**src/rtl/sdes_decrypt_seq.sv**
```systemverilog
// Multi-cycle S-DES decryption engine with valid/ready handshakes on both sides.
// The sequence is latch, key schedule, round with K2, round with K1, then hold the result.
module sdes_decrypt_seq #(
    parameter bit CLEAR_ON_POP = 1'b0
) (
    input  logic        clk,
    input  logic        rst,
    input  logic        in_valid,
    output logic        in_ready,
    input  logic [7:0]  ciphertext,
    input  logic [9:0]  key,
    input  logic [31:0] S0,
    input  logic [31:0] S1,
    output logic        out_valid,
    input  logic        out_ready,
    output logic [7:0]  decryptedtext,
    output logic        busy
);

    typedef enum logic [2:0] {
        IDLE   = 3'd0,
        KSCHED = 3'd1,
        RND1   = 3'd2,
        RND2   = 3'd3,
        OUT    = 3'd4
    } state_t;

    state_t      state_q, state_d;
    logic        in_ready_q, in_ready_d;
    logic        out_valid_q, out_valid_d;
    logic        busy_q, busy_d;
    logic [7:0]  dt_q, dt_d;
    logic [7:0]  ct_q, ct_d;
    logic [9:0]  key_q, key_d;
    logic [31:0] s0_q, s0_d;
    logic [31:0] s1_q, s1_d;
    logic [7:0]  k1_q, k1_d;
    logic [7:0]  k2_q, k2_d;
    logic [7:0]  data_q, data_d;

    // Permutation position p of an n-bit vector is bit n-p.
    function automatic logic [9:0] p10(input logic [9:0] k);
        return {k[7], k[5], k[8], k[3], k[6], k[0], k[9], k[1], k[2], k[4]};
    endfunction

    function automatic logic [7:0] p8(input logic [9:0] v);
        return {v[4], v[7], v[3], v[6], v[2], v[5], v[0], v[1]};
    endfunction

    function automatic logic [7:0] ip(input logic [7:0] b);
        return {b[6], b[2], b[5], b[7], b[4], b[0], b[3], b[1]};
    endfunction

    function automatic logic [7:0] ip_inv(input logic [7:0] b);
        return {b[4], b[7], b[5], b[3], b[1], b[6], b[0], b[2]};
    endfunction

    function automatic logic [7:0] ep(input logic [3:0] r);
        return {r[0], r[3], r[2], r[1], r[2], r[1], r[0], r[3]};
    endfunction

    function automatic logic [3:0] p4(input logic [3:0] s);
        return {s[2], s[0], s[1], s[3]};
    endfunction

    function automatic logic [1:0] sbox(input logic [31:0] s, input logic [3:0] b);
        logic [3:0] idx;
        idx = {b[3], b[0], b[2], b[1]};
        return s[{idx, 1'b0} +: 2];
    endfunction

    function automatic logic [7:0] fk(input logic [7:0] x, input logic [7:0] k,
                                      input logic [31:0] sb0, input logic [31:0] sb1);
        logic [7:0] t;
        logic [3:0] s;
        t = ep(x[3:0]) ^ k;
        s = {sbox(sb0, t[7:4]), sbox(sb1, t[3:0])};
        return {x[7:4] ^ p4(s), x[3:0]};
    endfunction

    // Returns {K1, K2}: rotate halves by 1 for K1, by a further 2 for K2.
    function automatic logic [15:0] key_sched(input logic [9:0] k);
        logic [9:0] p;
        logic [4:0] l1, r1, l2, r2;
        p  = p10(k);
        l1 = {p[8:5], p[9]};
        r1 = {p[3:0], p[4]};
        l2 = {l1[2:0], l1[4:3]};
        r2 = {r1[2:0], r1[4:3]};
        return {p8({l1, r1}), p8({l2, r2})};
    endfunction

    // Next-state and datapath decode for the decryption sequence.
    always_comb begin
        state_d     = state_q;
        in_ready_d  = in_ready_q;
        out_valid_d = out_valid_q;
        busy_d      = busy_q;
        dt_d        = dt_q;
        ct_d        = ct_q;
        key_d       = key_q;
        s0_d        = s0_q;
        s1_d        = s1_q;
        k1_d        = k1_q;
        k2_d        = k2_q;
        data_d      = data_q;
        case (state_q)
            IDLE: begin
                if (in_valid && in_ready_q) begin
                    ct_d       = ciphertext;
                    key_d      = key;
                    s0_d       = S0;
                    s1_d       = S1;
                    in_ready_d = 1'b0;
                    busy_d     = 1'b1;
                    state_d    = KSCHED;
                end else begin
                    state_d = IDLE;
                end
            end
            KSCHED: begin
                {k1_d, k2_d} = key_sched(key_q);
                state_d      = RND1;
            end
            RND1: begin
                data_d  = fk(ip(ct_q), k2_q, s0_q, s1_q);
                data_d  = {data_d[3:0], data_d[7:4]};
                state_d = RND2;
            end
            RND2: begin
                dt_d        = ip_inv(fk(data_q, k1_q, s0_q, s1_q));
                out_valid_d = 1'b1;
                state_d     = OUT;
            end
            OUT: begin
                if (out_ready) begin
                    out_valid_d = 1'b0;
                    in_ready_d  = 1'b1;
                    busy_d      = 1'b0;
                    state_d     = IDLE;
                    if (CLEAR_ON_POP) begin
                        dt_d = 8'h00;
                    end else begin
                        dt_d = dt_q;
                    end
                end else begin
                    state_d = OUT;
                end
            end
            default: begin
                state_d     = IDLE;
                in_ready_d  = 1'b1;
                out_valid_d = 1'b0;
                busy_d      = 1'b0;
            end
        endcase
    end

    // State and datapath registers.
    always_ff @(posedge clk or posedge rst) begin
        if (rst) begin
            state_q     <= IDLE;
            in_ready_q  <= 1'b1;
            out_valid_q <= 1'b0;
            busy_q      <= 1'b0;
            dt_q        <= 8'h00;
            ct_q        <= 8'h00;
            key_q       <= 10'h000;
            s0_q        <= 32'h0000_0000;
            s1_q        <= 32'h0000_0000;
            k1_q        <= 8'h00;
            k2_q        <= 8'h00;
            data_q      <= 8'h00;
        end else begin
            state_q     <= state_d;
            in_ready_q  <= in_ready_d;
            out_valid_q <= out_valid_d;
            busy_q      <= busy_d;
            dt_q        <= dt_d;
            ct_q        <= ct_d;
            key_q       <= key_d;
            s0_q        <= s0_d;
            s1_q        <= s1_d;
            k1_q        <= k1_d;
            k2_q        <= k2_d;
            data_q      <= data_d;
        end
    end

    assign in_ready      = in_ready_q;
    assign out_valid     = out_valid_q;
    assign busy          = busy_q;
    assign decryptedtext = dt_q;

endmodule

```
**config.mk**
```make
export PLATFORM = sky130hd
export DESIGN_NAME = sdes_decrypt_seq
export DESIGN_NICKNAME = d
export VERILOG_FILES = /design/src/rtl/sdes_decrypt_seq.sv
export SDC_FILE = /design/constraint.sdc
export NUM_CORES = 1
export LEC_CHECK = 0
export CAP_MARGIN = 20
export CELL_PAD_IN_SITES_DETAIL_PLACEMENT = 0
export CELL_PAD_IN_SITES_GLOBAL_PLACEMENT = 1
export CORE_MARGIN = 2
export CORE_UTILIZATION = 44
export DETAILED_ROUTE_END_ITERATION = 6
export PLACE_DENSITY_LB_ADDON = 0.1
export SLEW_MARGIN = 20
export SYNTH_ARGS = -nofsm -noshare
export SYNTH_HDL_FRONTEND = slang
export SYNTH_SLANG_ARGS = --single-unit
```
**constraint.sdc**
```tcl
create_clock -name clk -period 5.2 [get_ports clk]
set_input_delay 1.04 -clock clk [delete_from_list [all_inputs] [get_ports clk]]
set_output_delay 1.04 -clock clk [all_outputs]
set_load 0.01 [all_outputs]
```
==> metrics.csv, run 1 <==
metric,value,unit
synth-main-ff-cell,dfrtp_1,
hold_ws,0.488,ns
worst-path-max-fanout,52,
synth_seq_cells,114,
area_growth,31.3,%
ant_nets,0,
layout.nets,574,
cts-hold-fix-buffers,0,
grt_max_degree,88,
port_buffers,96,
clock_sinks,114,
clockRootBuffer,clkbuf_16,
clock_power_share,22.5,%
htreeDepth,4,
crit_required,5.48,ns
drive_above_1_share,11.0,%
wl_per_cell,17.2,microns
grt_use_total,19.0,%
via_per_inst,5.20,
end_kind,flip-flop,
dieWidth,117,microns
critPathKind,input port to flip-flop,
synth_adder_area_share,0,%
synth_largest_area_cell,dfrtp_1,
synth_area,0.00559,sq mm
antenna_found_initial,0,
synth_edf_count,0,
core,0.0125,sq mm
cpPeakStageDelay,0.58,ns
rows,41,
clk_pin_slew,0.05,ns
instances_no_fill,670,
synth.top_cells.by_count,"dfrtp_1, mux2_1, nand2_1, mux4_1, nor2_1",
synth_top_family_by_area,multiplexers,
worstSkewPairLatency,0.41,ns
p_int,3.32,mW
place.gp.congestion,0.750,
dieHeight,117,microns
syn_avg_cell_area,14.5,sq um
setup_tns,0,ns
netlist_top_cells_area,"dfrtp_1, mux2_1, mux4_1",
cts_made_buffers,17,
swShare,34.3,%
synth_top_area_share,50.6,%
io_pins,97,
max_slew.worst_pin.slew,0.963,ns
cp_data_arrival_time,3.28,ns
drcViolationCount,0,
fin_util,58.6,%
drt-initial-drc-count,151,
wirelength,11500,microns
clockBufferDepth,2,
die_area,0.0136,sq mm
pwr-share-seq,34.3,%
seq_area_frac_synth,51.1,%
path_cells,clkdlybuf4s50_1 > nor2b_1 > nand3_4 > buf_4 > mux2_1,
total_leakage_power,3.13,nW
finalSetupViolCount,0,
max-cap-violations,0,
synth_most_common_cell,dfrtp_1,
syn_inst,384,
setup_slack,2.20,ns
power_switching,1.74,mW
maxSlewViolCount,0,
cp_slowest_cell,nand3_4,
synth_cell_types,28,
antenna_cells,0,
stdcell_area,0.00733,sq mm
max_freq,0.333,GHz
final.period_utilization,57.7,%
postCtsSetupBuffers,0,
startpoint_type,input port,
synthSimpleGateAreaFrac,5.91,%
cts_resized,0,
synth_compound_gate_area_share,1.28,%
post-route-min-period,3.00,ns
powerDensity,689,mW/mm^2
slew_headroom,35.6,%
place_area,0.00675,sq mm
grt_pass1_wl,18900,microns
syn_nets,470,
initial_core_util,44.6,%
overflow,0,
skew,0.00715,ns
first_global_vias,3552,
synth-xor-area-share,6.34,%
total_power,5.05,mW
vdd_drop_max,0.000309,V
hold_path_class,flip-flop to flip-flop,
dpl_worst_slack,1.74,ns
hold_viol_final,0,
async_flop_share,100,%
place_inst,641,
drt-pass1-iter-count,4,
rsz0062_at_grt,no,
yosys_warnings,0,
p_comb_share,43.2,%
status,"finished, final reports clean",
vias,3487,
place_hpwl,8340,microns
muxShareOfSynthArea,34.2,%
cts_tree,built,
path summary, 6_finish.rpt:
| check | start | endpoint | slack, ns | cells past startpoint |
|---|---|---|---|---|
| min | key_q[8] | key_q[8] | 0.49 | 1 |
| max | in_valid | s1_q[6] | 2.20 | 5 |
| max reg2reg | k1_q[0] | decryptedtext[5] | 2.82 | 6 |
| min in group asynchronous | rst | s1_q[23] | 1.17 | 2 |
| min reg2reg | key_q[8] | key_q[8] | 0.49 | 1 |
| max in group asynchronous | rst | decryptedtext[5] | 3.17 | 3 |
kinds of logic (layout without fill, tap and decap cells):
logic type	count (synthesis)	count (layout)
xor gates and xnor gates	31	31
AOI/OAI and AO/OA	13	13
DFF	114	114
and+or+nand+nor	77	77
buffers and inverters	17	131
muxes	132	132
worst max-delay path, delay by kind of cell:
kind / cells / cell delay (ns)
buffers and inverters: 2 / 0.98
multiplexers: 1 / 0.37
AND/OR/NAND/NOR: 2 / 0.82
placed cells by master (no fill, tap or decap), drive strengths merged:
cell and instances:
a2bb2oi 1, a21oi 1, bufinv 2, xnor2 15, nor2b 1, clkinv 3, clkbuf 24, nand3 2
nand4 8, dfstp 1, buf 3, nand2b 1, nor3 1, and2 2, o21a 1, nor2 16
nor3b 1, inv 3, dfrtp 113, o21ai 10, clkdlybuf4s50 96, nand3b 1, xor2 16, nand2 44
mux4 32, mux2 100
per-layer routing:
layer	vias up	wire [microns]	track usage (%)
met5	-	0	0
met4	0	157	6.59
met3	16	642	5.45
met2	90	5130	27.8
met1	1768	5620	27.4
li1	1613	-	-
area by class of cell:
type	instances	area [sq um]
Multi-Input combinational cell	253	2680
Timing Repair Buffer	99	983
Tap cell	172	215
Fill cell	1055	5180
Inverter	3	16.3
Clock inverter	5	75.1
Sequential cell	114	2850
Clock buffer	24	512
power by group through the flow:
| stage | registers, mW | logic, mW | clock network (mW) |
|---|---|---|---|
| 3_3_place_gp | 1.72 | 2.18 | 0 |
| 5_1_grt | 1.80 | 2.39 | 1.21 |
| 6_report | 1.73 | 2.18 | 1.14 |
| 3_5_place_dp | 1.75 | 2.20 | 0 |
| 2_1_floorplan | 1.61 | 1.68 | 0 |
| 4_1_cts | 1.74 | 2.21 | 1.17 |
sequential cells by signal, indices dropped and copies added (netlist names):
name	flops
out_valid	1
key_q	10
k2_q	3
busy	1
k1_q	7
decryptedtext	8
s0_q	32
data_q	8
s1_q	32
state_q	3
ct_q	8
in_ready	1
No activity file was read; power rests on OpenSTA's default activity.
==> run 2, diff against run 1 <==
--- a/config.mk
+++ b/config.mk
@@ -9,7 +9,7 @@
 export CELL_PAD_IN_SITES_DETAIL_PLACEMENT = 0
 export CELL_PAD_IN_SITES_GLOBAL_PLACEMENT = 1
 export CORE_MARGIN = 2
-export CORE_UTILIZATION = 44
+export CORE_UTILIZATION = 39
 export DETAILED_ROUTE_END_ITERATION = 6
 export PLACE_DENSITY_LB_ADDON = 0.1
 export SLEW_MARGIN = 20
==> constraint.sdc (replaced) <==
create_clock -name clk -period 2.44 [get_ports clk]
set_input_delay 0.488 -clock clk [delete_from_list [all_inputs] [get_ports clk]]
set_output_delay 0.488 -clock clk [all_outputs]
set_load 0.01 [all_outputs]
==> metrics.csv, run 2 (synthesized netlist as in run 1, its figures left out) <==
metric,value,unit,change
grt_use_total,17.9,%,was 19.0%
max_slew.worst_pin.slew,0.634,ns,was 0.963 ns
wirelength,12300,microns,was 11500 microns
overflow,0,,unchanged
clk_pin_slew,0.05,ns,about the same
io_pins,97,,unchanged
rsz0062_at_grt,no,,unchanged
place.gp.congestion,0.769,,was 0.750
ant_nets,0,,unchanged
reg.largest.list,"s0_q (32), s1_q (32), key_q (10)",,unchanged
dieWidth,124,microns,was 117 microns
stdcell_area,0.00746,sq mm,was 0.00733 sq mm
cts_tree,built,,unchanged
fin_util,53.6,%,was 58.6%
via_per_inst,5.09,,was 5.20
cp_slowest_cell,mux4_1,,was nand3_4
clockBufferDepth,2,,unchanged
final_cell_mix,"dfrtp_1, mux2_1, clkdlybuf4s50_1, nand2_1",,unchanged
first_global_vias,3759,,was 3552
rows,43,,was 41
path_cells,xor2_4 > mux4_1 > nand2_1 > nand4_1 > xnor2_1 > o21ai_1,,was clkdlybuf4s50_1 > nor2b_1 > nand3_4 > buf_4 > mux2_1
die_area,0.0153,sq mm,was 0.0136 sq mm
antenna_found_initial,0,,unchanged
clock_power_share,21.8,%,was 22.5%
port_buffers,96,,unchanged
pwr-share-seq,33.2,%,was 34.3%
htreeDepth,4,,unchanged
drt-pass1-iter-count,4,,unchanged
cp_data_arrival_time,2.48,ns,was 3.28 ns
grt-busiest-layer,met2,,unchanged
multiInputGateArea,0.00268,sq mm,unchanged
setup_tns,0,ns,unchanged
grt_pass1_wl,20000,microns,was 18900 microns
p_comb_share,45.0,%,was 43.2%
cpPeakStageDelay,0.65,ns,was 0.58 ns
max_freq,0.452,GHz,
use_met3,5.95,%,was 5.45%
p_int,7.27,mW,was 3.32 mW
worst-path-max-fanout,8,,was 52
swShare,34.4,%,was 34.3%
status,"finished, final reports clean",,unchanged
cts_made_buffers,17,,unchanged
cts_resized,0,,unchanged
cp_num_buf_inv,0,,was 2
vias,3518,,was 3487
worstSkewPairLatency,0.42,ns,was 0.41 ns
drive_above_1_share,12.5,%,was 11.0%
antenna_cells,0,,unchanged
post-route-min-period,2.21,ns,
met1_usage,25.3,%,was 27.4%
cts-hold-fix-buffers,0,,unchanged
layout_commonest_cell,dfrtp_1,,unchanged
vdd_drop_max,0.000643,V,was 0.000309 V
place_area,0.00689,sq mm,was 0.00675 sq mm
place_hpwl,8720,microns,was 8340 microns
max-cap-violations,0,,unchanged
skew,0.00715,ns,about the same
met2_usage,26.0,%,was 27.8%
postCtsSetupBuffers,0,,unchanged
power_switching,3.81,mW,was 1.74 mW
clockRootBuffer,clkbuf_16,,unchanged
grt_max_degree,115,,was 88
final.period_utilization,90.6,%,
hold_path_class,flip-flop to flip-flop,,unchanged
powerDensity,1480,mW/mm^2,was 689 mW/mm^2
drt-initial-drc-count,186,,was 151
total_leakage_power,3.19,nW,was 3.13 nW
maxSlewViolCount,0,,unchanged
clock_sinks,114,,unchanged
hold_viol_final,0,,unchanged
finalSetupViolCount,0,,unchanged
startpoint_type,flip-flop,,was input port
initial_core_util,40.1,%,was 44.6%
wl_per_cell,17.8,microns,was 17.2 microns
core,0.0139,sq mm,was 0.0125 sq mm
critPathKind,flip-flop to flip-flop,,was input port to flip-flop
area_growth,33.6,%,was 31.3%
dieHeight,124,microns,was 117 microns
end_kind,flip-flop,,unchanged
crit_required,2.71,ns,was 5.48 ns
slew_headroom,57.7,%,was 35.6%
ff_latch_area,0.00285,sq mm,unchanged
layout.nets,585,,was 574
drcViolationCount,0,,unchanged
critPathTopFamily,multiplexers,,was buffers and inverters
fillers,1198,,was 1055
-- run 2: cell types whose count changed in the layout (fill, tap and decap cells not counted), sizes merged --
cell / previous run / this run
buf: 3 / 14
clkinvlp: 0 / 1
clkbuf: 24 / 26
inv: 3 / 2
-- run 2: cell type report --
type | instances | share of cell area [%]
Multi-Input combinational cell | 253 | 35.9
Sequential cell | 114 | 38.2
Tap cell | 180 | 3.02
Clock inverter | 5 | 1.01
Clock buffer | 26 | 6.69
Inverter | 3 | 0.201
Timing Repair Buffer | 110 | 15.0
-- run 2: power by group through the flow --
stage | registers [mW] | clock network [mW] | logic (mW)
after floorplan | 3.44 | 0 | 3.58
after global placement | 3.66 | 0 | 4.96
after detailed placement | 3.71 | 0 | 5.03
after CTS | 3.69 | 2.46 | 5.07
after global routing | 3.82 | 2.56 | 5.48
final | 3.68 | 2.41 | 4.99
-- run 2: final timing paths --
kind / depth (start not counted) / to / start / slack, ns
worst max-delay path: 6 / data_q[2] / k1_q[5] / 0.23
worst min-delay path: 1 / k1_q[1] / key_q[0] / 0.48
worst max register to register: 6 / data_q[2] / k1_q[5] / 0.23
worst min register to register: 1 / k1_q[1] / key_q[0] / 0.48
max in group asynchronous: 3 / ct_q[6] / rst / 1.39
min in group asynchronous: 3 / s0_q[10] / rst / 0.60
-- run 2: per-stage QoR --
step                hold slack, ns  worst slack, ns  total power, mW  cells
floorplan                    0.460            0.536             7.02    384
global placement             0.472            0.217             8.62    660
detailed placement           0.476            0.186             8.75    660
CTS                          0.488            0.207             11.2    691
global route                 0.505           0.0578             11.9    691
finish                       0.480            0.230             11.1    691
-- run 2: metal layers --
metal,wire (microns),part of all wire (%)
met1,6170,50
met2,5410,44
met3,598,4.9
met4,125,1.0
met5,0,0
